$ cat src/rtl/centroid_pkg.sv
// Shared widths and state encoding for the per-camera mask centroid stage.
package centroid_pkg;

  localparam int X_W    = 11;
  localparam int Y_W    = 10;
  localparam int SUMX_W = 31;
  localparam int SUMY_W = 30;
  localparam int CNT_W  = 20;

  typedef enum logic [1:0] {
    IDLE_ACC = 2'd0,
    DIVIDE   = 2'd1,
    REPORT   = 2'd2
  } state_t;

endpackage

$ cat src/rtl/seq_divider.sv
// Restoring unsigned divider, one quotient bit per cycle, WIDTH iterations.
// done pulses the cycle after the final iteration; a start mid-divide restarts it.
module seq_divider #(
  parameter int WIDTH = 32
) (
  input  logic             i_clk,
  input  logic             i_rst_n,
  input  logic             i_start,
  input  logic [WIDTH-1:0] i_dividend,
  input  logic [WIDTH-1:0] i_divisor,
  output logic [WIDTH-1:0] o_quotient,
  output logic [WIDTH-1:0] o_remainder,
  output logic             o_done
);

  localparam int CNT_W = $clog2(WIDTH + 1);

  logic [WIDTH-1:0] r_quo;
  logic [WIDTH-1:0] r_rem;
  logic [WIDTH-1:0] r_div;
  logic [CNT_W-1:0] r_cnt;
  logic             r_done;

  logic [WIDTH:0]   w_shift;
  logic [WIDTH:0]   w_diff;

  // The dividend register doubles as the quotient shift register.
  assign w_shift = {r_rem, r_quo[WIDTH-1]};
  assign w_diff  = w_shift - {1'b0, r_div};

  always_ff @(posedge i_clk or negedge i_rst_n) begin
    if (!i_rst_n) begin
      r_quo  <= '0;
      r_rem  <= '0;
      r_div  <= '0;
      r_cnt  <= '0;
      r_done <= 1'b0;
    end else begin
      r_done <= 1'b0;
      if (i_start) begin
        r_quo <= i_dividend;
        r_rem <= '0;
        r_div <= i_divisor;
        r_cnt <= CNT_W'(WIDTH);
      end else if (r_cnt != '0) begin
        if (!w_diff[WIDTH]) begin
          r_rem <= w_diff[WIDTH-1:0];
          r_quo <= {r_quo[WIDTH-2:0], 1'b1};
        end else begin
          r_rem <= w_shift[WIDTH-1:0];
          r_quo <= {r_quo[WIDTH-2:0], 1'b0};
        end
        r_cnt <= r_cnt - 1'b1;
        if (r_cnt == CNT_W'(1)) begin
          r_done <= 1'b1;
        end
      end
    end
  end

  assign o_quotient  = r_quo;
  assign o_remainder = r_rem;
  assign o_done      = r_done;

endmodule

$ cat src/rtl/mask_centroid.sv
// Accumulates masked pixel coordinates over a frame and reports the centroid
// exactly 34 cycles after frame_done_in; frame_done_in while busy is dropped.
module mask_centroid
  import centroid_pkg::*;
#(
  parameter int H_WIDTH   = 1280,
  parameter int V_HEIGHT  = 720,
  parameter int MIN_COUNT = 64,
  parameter int DIV_WIDTH = 32
) (
  input  logic                        clk_in,
  input  logic                        rst_n_in,
  input  logic                        valid_in,
  input  logic [$clog2(H_WIDTH)-1:0]  x_in,
  input  logic [$clog2(V_HEIGHT)-1:0] y_in,
  input  logic                        mask_in,
  input  logic                        frame_done_in,
  output logic [X_W:0]                x_out,
  output logic [Y_W-1:0]              y_out,
  output logic                        found_out,
  output logic                        valid_out,
  output logic                        busy_out,
  output logic                        drop_out
);

  localparam int PH_W = $clog2(DIV_WIDTH + 1);

  state_t              r_state;
  state_t              w_nextState;

  logic [SUMX_W-1:0]   r_sumX;
  logic [SUMY_W-1:0]   r_sumY;
  logic [CNT_W-1:0]    r_count;
  logic [CNT_W-1:0]    r_countSnap;
  logic [PH_W-1:0]     r_phase;
  logic [X_W:0]        r_xOut;
  logic [Y_W-1:0]      r_yOut;
  logic                r_found;
  logic                r_drop;

  logic                w_pix;
  logic                w_accept;
  logic                w_divStart;
  logic                w_divEnd;
  logic                w_reportOk;
  logic                w_busy;
  logic                w_valid;
  logic [SUMX_W-1:0]   w_snapX;
  logic [SUMY_W-1:0]   w_snapY;
  logic [CNT_W-1:0]    w_snapCnt;
  logic [DIV_WIDTH-1:0] w_quoX;
  logic [DIV_WIDTH-1:0] w_quoY;
  logic [DIV_WIDTH-1:0] w_remX;
  logic [DIV_WIDTH-1:0] w_remY;
  logic                w_doneX;
  logic                w_doneY;
  logic                w_unused;

  assign w_pix    = valid_in & mask_in;
  assign w_accept = frame_done_in && (r_state == IDLE_ACC);

  // The snapshot includes a masked pixel arriving in the same cycle as frame_done.
  assign w_snapX   = r_sumX + (w_pix ? SUMX_W'(x_in) : '0);
  assign w_snapY   = r_sumY + (w_pix ? SUMY_W'(y_in) : '0);
  assign w_snapCnt = r_count + CNT_W'(w_pix);

  assign w_divStart = w_accept && (w_snapCnt != '0);
  assign w_divEnd   = (r_state == DIVIDE) && (r_phase == '0);
  assign w_reportOk = r_countSnap >= CNT_W'(MIN_COUNT);

  always_ff @(posedge clk_in or negedge rst_n_in) begin
    if (!rst_n_in) begin
      r_sumX  <= '0;
      r_sumY  <= '0;
      r_count <= '0;
    end else if (w_accept) begin
      r_sumX  <= '0;
      r_sumY  <= '0;
      r_count <= '0;
    end else if (w_pix) begin
      r_sumX  <= w_snapX;
      r_sumY  <= w_snapY;
      r_count <= w_snapCnt;
    end
  end

  // The phase counter times DIVIDE even when count is zero and no divide runs.
  always_ff @(posedge clk_in or negedge rst_n_in) begin
    if (!rst_n_in) begin
      r_phase     <= '0;
      r_countSnap <= '0;
    end else if (w_accept) begin
      r_phase     <= PH_W'(DIV_WIDTH);
      r_countSnap <= w_snapCnt;
    end else if ((r_state == DIVIDE) && (r_phase != '0)) begin
      r_phase     <= r_phase - 1'b1;
    end
  end

  always_ff @(posedge clk_in or negedge rst_n_in) begin
    if (!rst_n_in) begin
      r_xOut  <= '0;
      r_yOut  <= '0;
      r_found <= 1'b0;
      r_drop  <= 1'b0;
    end else begin
      r_drop <= frame_done_in && (r_state != IDLE_ACC);
      if (w_divEnd) begin
        r_found <= w_reportOk;
        if (w_reportOk && w_doneX && w_doneY) begin
          r_xOut <= {1'b0, w_quoX[X_W-1:0]};
          r_yOut <= w_quoY[Y_W-1:0];
        end
      end
    end
  end

  always_ff @(posedge clk_in or negedge rst_n_in) begin
    if (!rst_n_in) begin
      r_state <= IDLE_ACC;
    end else begin
      r_state <= w_nextState;
    end
  end

  always_comb begin
    w_nextState = r_state;
    case (r_state)
      IDLE_ACC: if (w_accept) w_nextState = DIVIDE;
      DIVIDE:   if (w_divEnd) w_nextState = REPORT;
      REPORT:   w_nextState = IDLE_ACC;
      default:  w_nextState = IDLE_ACC;
    endcase
  end

  always_comb begin
    w_busy  = 1'b0;
    w_valid = 1'b0;
    case (r_state)
      DIVIDE:  w_busy = 1'b1;
      REPORT: begin
        w_busy  = 1'b1;
        w_valid = 1'b1;
      end
      default: ;
    endcase
  end

  seq_divider #(.WIDTH(DIV_WIDTH)) u_divX (
    .i_clk       (clk_in),
    .i_rst_n     (rst_n_in),
    .i_start     (w_divStart),
    .i_dividend  (DIV_WIDTH'(w_snapX)),
    .i_divisor   (DIV_WIDTH'(w_snapCnt)),
    .o_quotient  (w_quoX),
    .o_remainder (w_remX),
    .o_done      (w_doneX)
  );

  seq_divider #(.WIDTH(DIV_WIDTH)) u_divY (
    .i_clk       (clk_in),
    .i_rst_n     (rst_n_in),
    .i_start     (w_divStart),
    .i_dividend  (DIV_WIDTH'(w_snapY)),
    .i_divisor   (DIV_WIDTH'(w_snapCnt)),
    .o_quotient  (w_quoY),
    .o_remainder (w_remY),
    .o_done      (w_doneY)
  );

  // Quotient high bits are provably zero and remainders are not reported.
  assign w_unused = ^{w_quoX[DIV_WIDTH-1:X_W], w_quoY[DIV_WIDTH-1:Y_W], w_remX, w_remY};

  assign x_out     = r_xOut;
  assign y_out     = r_yOut;
  assign found_out = r_found;
  assign valid_out = w_valid;
  assign busy_out  = w_busy;
  assign drop_out  = r_drop;

endmodule

$ cat config.mk
export PLATFORM = sky130hd
export DESIGN_NAME = mask_centroid
export DESIGN_NICKNAME = d
export VERILOG_FILES = /design/src/rtl/centroid_pkg.sv /design/src/rtl/seq_divider.sv /design/src/rtl/mask_centroid.sv
export SDC_FILE = /design/constraint.sdc
export NUM_CORES = 1
export LEC_CHECK = 0
export ABC_AREA = 1
export CAP_MARGIN = 15
export CORE_UTILIZATION = 63
export CTS_BUF_LIST = sky130_fd_sc_hd__clkbuf_8 sky130_fd_sc_hd__clkbuf_16
export CTS_CLUSTER_DIAMETER = 100
export CTS_CLUSTER_SIZE = 24
export DETAILED_ROUTE_END_ITERATION = 7
export GPL_TIMING_DRIVEN = 0
export HOLD_SLACK_MARGIN = 0.08
export PLACE_DENSITY = 0.86
export SETUP_SLACK_MARGIN = 0.2
export SLEW_MARGIN = 40
export SYNTH_ARGS = -nofsm -noshare
export SYNTH_HDL_FRONTEND = slang
export SYNTH_SLANG_ARGS = --single-unit
$ cat constraint.sdc
create_clock -name clk_in -period 3.5 [get_ports clk_in]
set_clock_uncertainty 0.1 [all_clocks]
set_input_delay 0.525 -clock clk_in [delete_from_list [all_inputs] [get_ports clk_in]]
set_output_delay 0.525 -clock clk_in [all_outputs]
set_load 0.01 [all_outputs]
=== Word level (Yosys, flattened, before mapping) ===
Index checks and enable logic that the tools add are counted.

* Bits of input ports: 26
* Output and inout port bits: 26
* Register bits after elaboration: 294
* Word-level logic and storage cells: 93

* Reduce and logical (&&, ||, !) cells: 21
* Bitwise logic cells: 1
* Muxes and demuxes: 37
* Add/sub/neg operators: 8
* $lt $le $gt $ge: 1
* Equal/unequal tests: 6

{| class="wikitable"
|+ Operators by type and width
! cell !! number
|-
| 2-to-1 mux 32 bit || 10
|-
| subtractor 33 x 20 -> 33 bit || 2
|-
| 2-to-1 mux 31 bit || 2
|-
| 2-to-1 mux 30 bit || 2
|-
| 2-to-1 mux 20 bit || 2
|-
| 2-to-1 mux 6 bit || 6
|-
| adder 31 x 11 -> 31 bit || 1
|-
| adder 30 x 10 -> 30 bit || 1
|-
| adder 20 x 1 -> 20 bit || 1
|-
| >= comparator 20 x 7 -> 1 bit, second input constant || 1
|-
| nonzero test 20 bit || 1
|-
| nonzero test 6 bit || 3
|-
| subtractor 6 x 1 -> 6 bit, second input constant || 3
|-
| equality test 6 x 1 -> 1 bit, second input constant || 2
|-
| 2-to-1 mux 11 bit || 1
|-
| 2-to-1 mux 1 bit || 10
|-
| 2-to-1 mux 10 bit || 1
|-
| nonzero test 2 bit || 5
|-
| logical AND 1 bit || 7
|-
| logical NOT 6 bit || 1
|-
| 2-to-1 mux 2 bit || 2
|-
| != test 2 bit, second input constant || 2
|-
| case mux 2 bit (2 select lines) || 1
|-
| AND reduction 2 bit || 2
|-
| 5 further kinds || 5
|}

=== Logic depth before layout (Yosys ltp) ===
* Depth after elaboration: 5
* Mapped depth: 21
* Gate-level depth less buffers: 19

=== By module ===
From an unflattened synthesis, not the netlist that was laid out.

* Cells, all modules: 3315
* Area total of the unflattened synthesis: 22559.1 µm²

{| class="wikitable"
|+ Modules (own cells, without submodules)
! module !! area an instance (µm²) !! sequential area each (µm²) !! instances !! cells an instance
|-
| seq_divider || 7236.9 || 2577.5 || 2 || 1079
|-
| mask_centroid || 8085.3 || 3153.0 || 1 || 1157
|}

=== Least setup slack after synthesis ===
Ideal clock, no wire load.

* Path type: input to register
* From: input port valid_in
* To: register u_divY.r_cnt[5]
* Required time: 3.263 ns
* Buffers on the path: 4
* Arrival time: 2.767 ns
* Path slack: 0.497 ns
* Stages: 20
* Setup time: 0.137 ns
* Cell sequence: nand2_1 -> clkbuf_1 -> inv_1 -> ha_1 -> ha_1 -> nand3_2 -> inv_2 -> nand2_2 -> clkinv_1 -> nand3_1 -> nand2_1 -> nand2_1 -> nand2_1 -> nor2_1 -> nand3_1 -> nand2_1 -> buf_4 -> buf_6 -> buf_4 -> o21ai_0

* Longest elaborated chain between the ends: 5
* Elaborated cells on any way between the ends: 6
* Classes of those cells: add/sub: 1; mux: 1; bitwise: 1; reduce/logical: 3

{| class="wikitable"
|+ Ends and longest elaborated chain
! item !! RTL line !! source
|-
| from (decl) || mask_centroid.sv:13 || <nowiki>input logic valid_in,</nowiki>
|-
| bitwise AND 1 bit * || mask_centroid.sv:59 || <nowiki>assign w_pix = valid_in & mask_in;</nowiki>
|-
| adder 20 x 1 -> 20 bit * || mask_centroid.sv:65 || <nowiki>assign w_snapCnt = r_count + CNT_W'(w_pix);</nowiki>
|-
| nonzero test 20 bit * || mask_centroid.sv:67 || <nowiki>assign w_divStart = w_accept && (w_snapCnt != '0);</nowiki>
|-
| logical AND 1 bit * || mask_centroid.sv:67 ||
|-
| 2-to-1 mux 6 bit or nonzero test 2 bit (tied branches) || - ||
|-
| to (signal assigned) || seq_divider.sv:44 || <nowiki>r_cnt <= CNT_W'(WIDTH);</nowiki>
|-
| to (signal assigned) || seq_divider.sv:53 || <nowiki>r_cnt <= r_cnt - 1'b1;</nowiki>
|-
| to (decl) || seq_divider.sv:21 || <nowiki>logic [CNT_W-1:0] r_cnt;</nowiki>
|}

Mark *: on every way between the ends. The rest lies on a longest branch, timed or not.
A chain may end at the register's enable or synchronous reset.

=== Worst setup path after layout ===
* From: register u_divY.r_quo[31], in the netlist u_divY.o_quotient[31]
* To: register u_divY.r_rem[8], in the netlist u_divY.o_remainder[8]

* Longest elaborated chain between the ends: 4

{| class="wikitable"
|+ Ends and longest elaborated chain
! item !! RTL line !! source
|-
| from (decl) || seq_divider.sv:18 || <nowiki>logic [WIDTH-1:0] r_quo;</nowiki>
|-
| from (signal assigned) || seq_divider.sv:41 || <nowiki>r_quo <= i_dividend;</nowiki>
|-
| from (signal assigned) || seq_divider.sv:48 || <nowiki>r_quo <= {r_quo[WIDTH-2:0], 1'b1};</nowiki>
|-
| from (signal assigned) || seq_divider.sv:51 || <nowiki>r_quo <= {r_quo[WIDTH-2:0], 1'b0};</nowiki>
|-
| subtractor 33 x 20 -> 33 bit || seq_divider.sv:29 || <nowiki>assign w_diff = w_shift - {1'b0, r_div};</nowiki>
|-
| 2-to-1 mux 32 bit || seq_divider.sv:46 || <nowiki>if (!w_diff[WIDTH]) begin</nowiki>
|-
| 2-to-1 mux 32 bit || seq_divider.sv:45 || <nowiki>end else if (r_cnt != '0) begin</nowiki>
|-
| 2-to-1 mux 32 bit || seq_divider.sv:40 || <nowiki>if (i_start) begin</nowiki>
|-
| to (signal assigned) || seq_divider.sv:47 || <nowiki>r_rem <= w_diff[WIDTH-1:0];</nowiki>
|-
| to (signal assigned) || seq_divider.sv:50 || <nowiki>r_rem <= w_shift[WIDTH-1:0];</nowiki>
|-
| to (decl) || seq_divider.sv:19 || <nowiki>logic [WIDTH-1:0] r_rem;</nowiki>
|}

No other way between the ends. The select of a mux whose other input is x is not followed.

==> qor.yml <==
syn_inst: 2824
synth_compound_area_share_pct: 7.602
crit_buf_inv: 4
wl_per_cell_um: 17.68
yosysMostFrequentCell: "nand2_1"
dr_total_vias: 19640
vdd_drop_max_uv: 422.5
fin_crit_sh_pct: 90.13
postRouteAntennaNets: 0
fmax_mhz: 317.0
cpMostUsedCell: "nand2_1"
cap_violations: 0
antenna_cells: 0
crit_chain: "inv_1 -> ha_1 -> inv_1 -> fa_1 -> nand2_1 -> nand2_1 -> nand3_1 -> nand2_1 -> nand2_1 -> nand2_1 -> nand2_2 -> nand2_1 -> nand2_1 -> nand2_2 -> inv_2 -> clkbuf_4 -> nand2_1 -> nand2_1 -> nand3_1 -> nand2_1"
yosysWarnings: 0
clock_sinks: 288
grt_pass1_vias: 18280
drv_slew: 0
cp.depth: 20
synthXorXnorAreaFrac_pct: 4.041
cts_buffers: 16
worstPathArrival_ns: 3.50
slowest_stage: "fa_1"
synthMuxAreaShare_pct: 0
synth_area_um2: 19290
cp-start-kind: "flip-flop"
synth_top_family_by_area: "simple AND/OR/NAND/NOR gates"
synth-adder-area-share_pct: 5.280
synth_nets: 2929
critPathMaxStageDelay_ns: 0.46
async_flop_share_pct: 100.0
cp.required_ns: 3.84
fin_hold_ws_ns: 0.3630
grt_overflow: 0
hp-class: "primary input to asynchronous set/reset pin"
seqCellArea_um2: 7207
io_buffers: 50
path_class: "flip-flop to flip-flop"
clk_pin_slew_ns: 0.10
io_pins: 52
synth_edf_count: 0
cp_max_fo: 10
die_x_um: 177.0
grt_pass1_wl_mm: 92.84
fin_area_um2: 21210
vias_per_cell: 5.960
power.density_nw_per_um2: 800.7
syn_area_per_cell_um2: 6.831
num_rows: 63
fillers: 2498
setup-violations-final: 0
final_core_utilization_pct: 71.00
start_util_pct: 64.57
clk_latency_ns: 0.52
dieHeight_um: 177.0
syn2layout_area_growth_pct: 9.956
yosys.area_share.simple_pct: 36.89
end_kind: "flip-flop"
setup_slack_ns: 0.3453
p_leak_nw: 10.72
netlist.area_leader.share_pct: 37.36
outcome: "complete, no violations"
crit_family: "simple AND/OR/NAND/NOR gates"
hold_viol_final: 0
synth-seq-cells: 288
grt_max_degree: 78
layout.nets: 3007
clock_path_buffers: 3
synth_cell_types: 39
rsz0062_at_grt: "yes"
place.gp.congestion: 1.066
dp_hpwl_mm: 44.66
grt_usage_pct: 37.43
root_buffer: "clkbuf_16"
relSlewSlack_pct: 50.54
antenna_found_initial: 0
drc: 0
synthTopCellsByCount: "869 x nand2_1, 465 x nand3_1, 304 x inv_1"
drive_gt1_share_pct: 4.233
multi_input_area_um2: 10500
synthFlopType: "dfrtp_1"
yosysTopAreaCell: "dfrtp_1"
placed_area_um2: 20400
tightest_slew_ns: 0.7375
drtIter0Drc: 2302
ctsHtreeMaxLevel: 1
setup_tns_ns: 0
totalWireLength_mm: 58.26
dp_slack_ns: -0.8753
finalCriticalPeriod_ns: 3.155
r2r_cells: 20
firstDrtPassIters: 6
synth.area.top_cells: "dfrtp_1 37%, nand2_1 17%, nand3_1 12%, inv_1 5.9%, ha_1 4.9%"
cts_tree: "yes"
core_region_area_um2: 29870
ys_seq_area_share_pct: 37.36
die-area_um2: 31320
## power breakdown
part	switching (W)	internal (W)	total (W)
Clock	0.00115	0.000894	0.00204
Combinational	0.00655	0.00341	0.00996
Sequential	0.000745	0.00424	0.00498
Total	0.00844	0.00854	0.0170
## per-layer routing
layer  GRT usage (%)  wire length (um)
met5               0                 0
met4           14.80              2448
met3           5.112              5021
met2           60.45             26770
met1           50.90             24020
## stage by stage
stage          std cells  total power [W]
2_1_floorplan       2824          0.01184
3_3_place_gp        3264          0.01409
3_5_place_dp        3268          0.01441
4_1_cts             3293          0.01651
5_1_grt             3296          0.01833
6_report            3296          0.01698
## cells in the final DEF (no fill, tap or decap), types with 12 or more instances in the layout
master	count
a21oi_1	72
buf_1	12
buf_6	16
clkbuf_1	52
clkbuf_16	19
clkdlybuf4s50_1	48
dfrtp_1	288
ha_1	73
inv_1	305
nand2_1	861
nand3_1	463
nand3b_1	20
nand4_1	37
nor2_1	199
nor3_1	34
o21ai_0	162
o21ai_1	18
o22ai_1	16
xnor2_1	23
xor2_1	65
## sequential cells by signal (all words and copies together), names as in the netlist
register            count
drop_out                1
found_out               1
r_count                20
r_countSnap            14
r_phase                 6
r_state                 2
r_sumX                 31
r_sumY                 30
u_divX.o_done           1
u_divX.o_quotient      32
u_divX.o_remainder     32
u_divX.r_cnt            6
u_divX.r_div           20
u_divY.o_done           1
u_divY.o_quotient      32
u_divY.o_remainder     32
u_divY.r_cnt            6
x_out                  11
y_out                  10
## final timing paths
path	from	to	slack, ns
worst max-delay path	u_divY.o_quotient[31]	u_divY.o_remainder[8]	0.35
worst min-delay path	rst_n_in	u_divX.o_remainder[7]	0.36
worst max register to register	u_divY.o_quotient[31]	u_divY.o_remainder[8]	0.35
worst min register to register	r_phase[5]	r_phase[5]	0.40
max in group asynchronous	rst_n_in	r_sumY[7]	1.94
min in group clk_in	r_phase[5]	r_phase[5]	0.40
## what timing repair did
action                                  in CTS  in global routing
pin swaps                                    1                  5
cloned                                       0                  2
endpoints found under the hold margin       29                  0
endpoints found under the setup margin     167                173
resized for setup                           22                 78
hold buffers                                 1                  0
setup buffers                                2                  2
## kinds of logic (layout without fill, tap and decap cells)
logic type | after synthesis | count (layout)
compound gates | 283 | 283
xor+xnor | 89 | 89
fa+ha+maj | 79 | 79
buf+inv | 424 | 506
flops | 288 | 288
other cells | 1 | 1
simple gates | 1660 | 1660
## worst reg2reg max path, stage by stage (launching register included)
cell and delay [ns]:
dfrtp_1 0.37, inv_1 0.08, ha_1 0.21, inv_1 0.10
fa_1 0.46, nand2_1 0.12, nand2_1 0.13, nand3_1 0.12
nand2_1 0.10, nand2_1 0.08, nand2_1 0.14, nand2_2 0.14
nand2_1 0.06, nand2_1 0.07, nand2_2 0.11, inv_2 0.13
clkbuf_4 0.25, nand2_1 0.07, nand2_1 0.09, nand3_1 0.08
nand2_1 0.09
## area by class of cell
cell class	count	area share, %
Buffer	114	3.215
Clock buffer	17	2.006
Clock inverter	5	0.1652
Inverter	309	5.480
Multi-Input combinational cell	2112	49.52
Sequential cell	288	33.98
Tap cell	390	2.301
Timing Repair Buffer	61	3.339
Note: power is estimated with default switching activity, not from simulation.
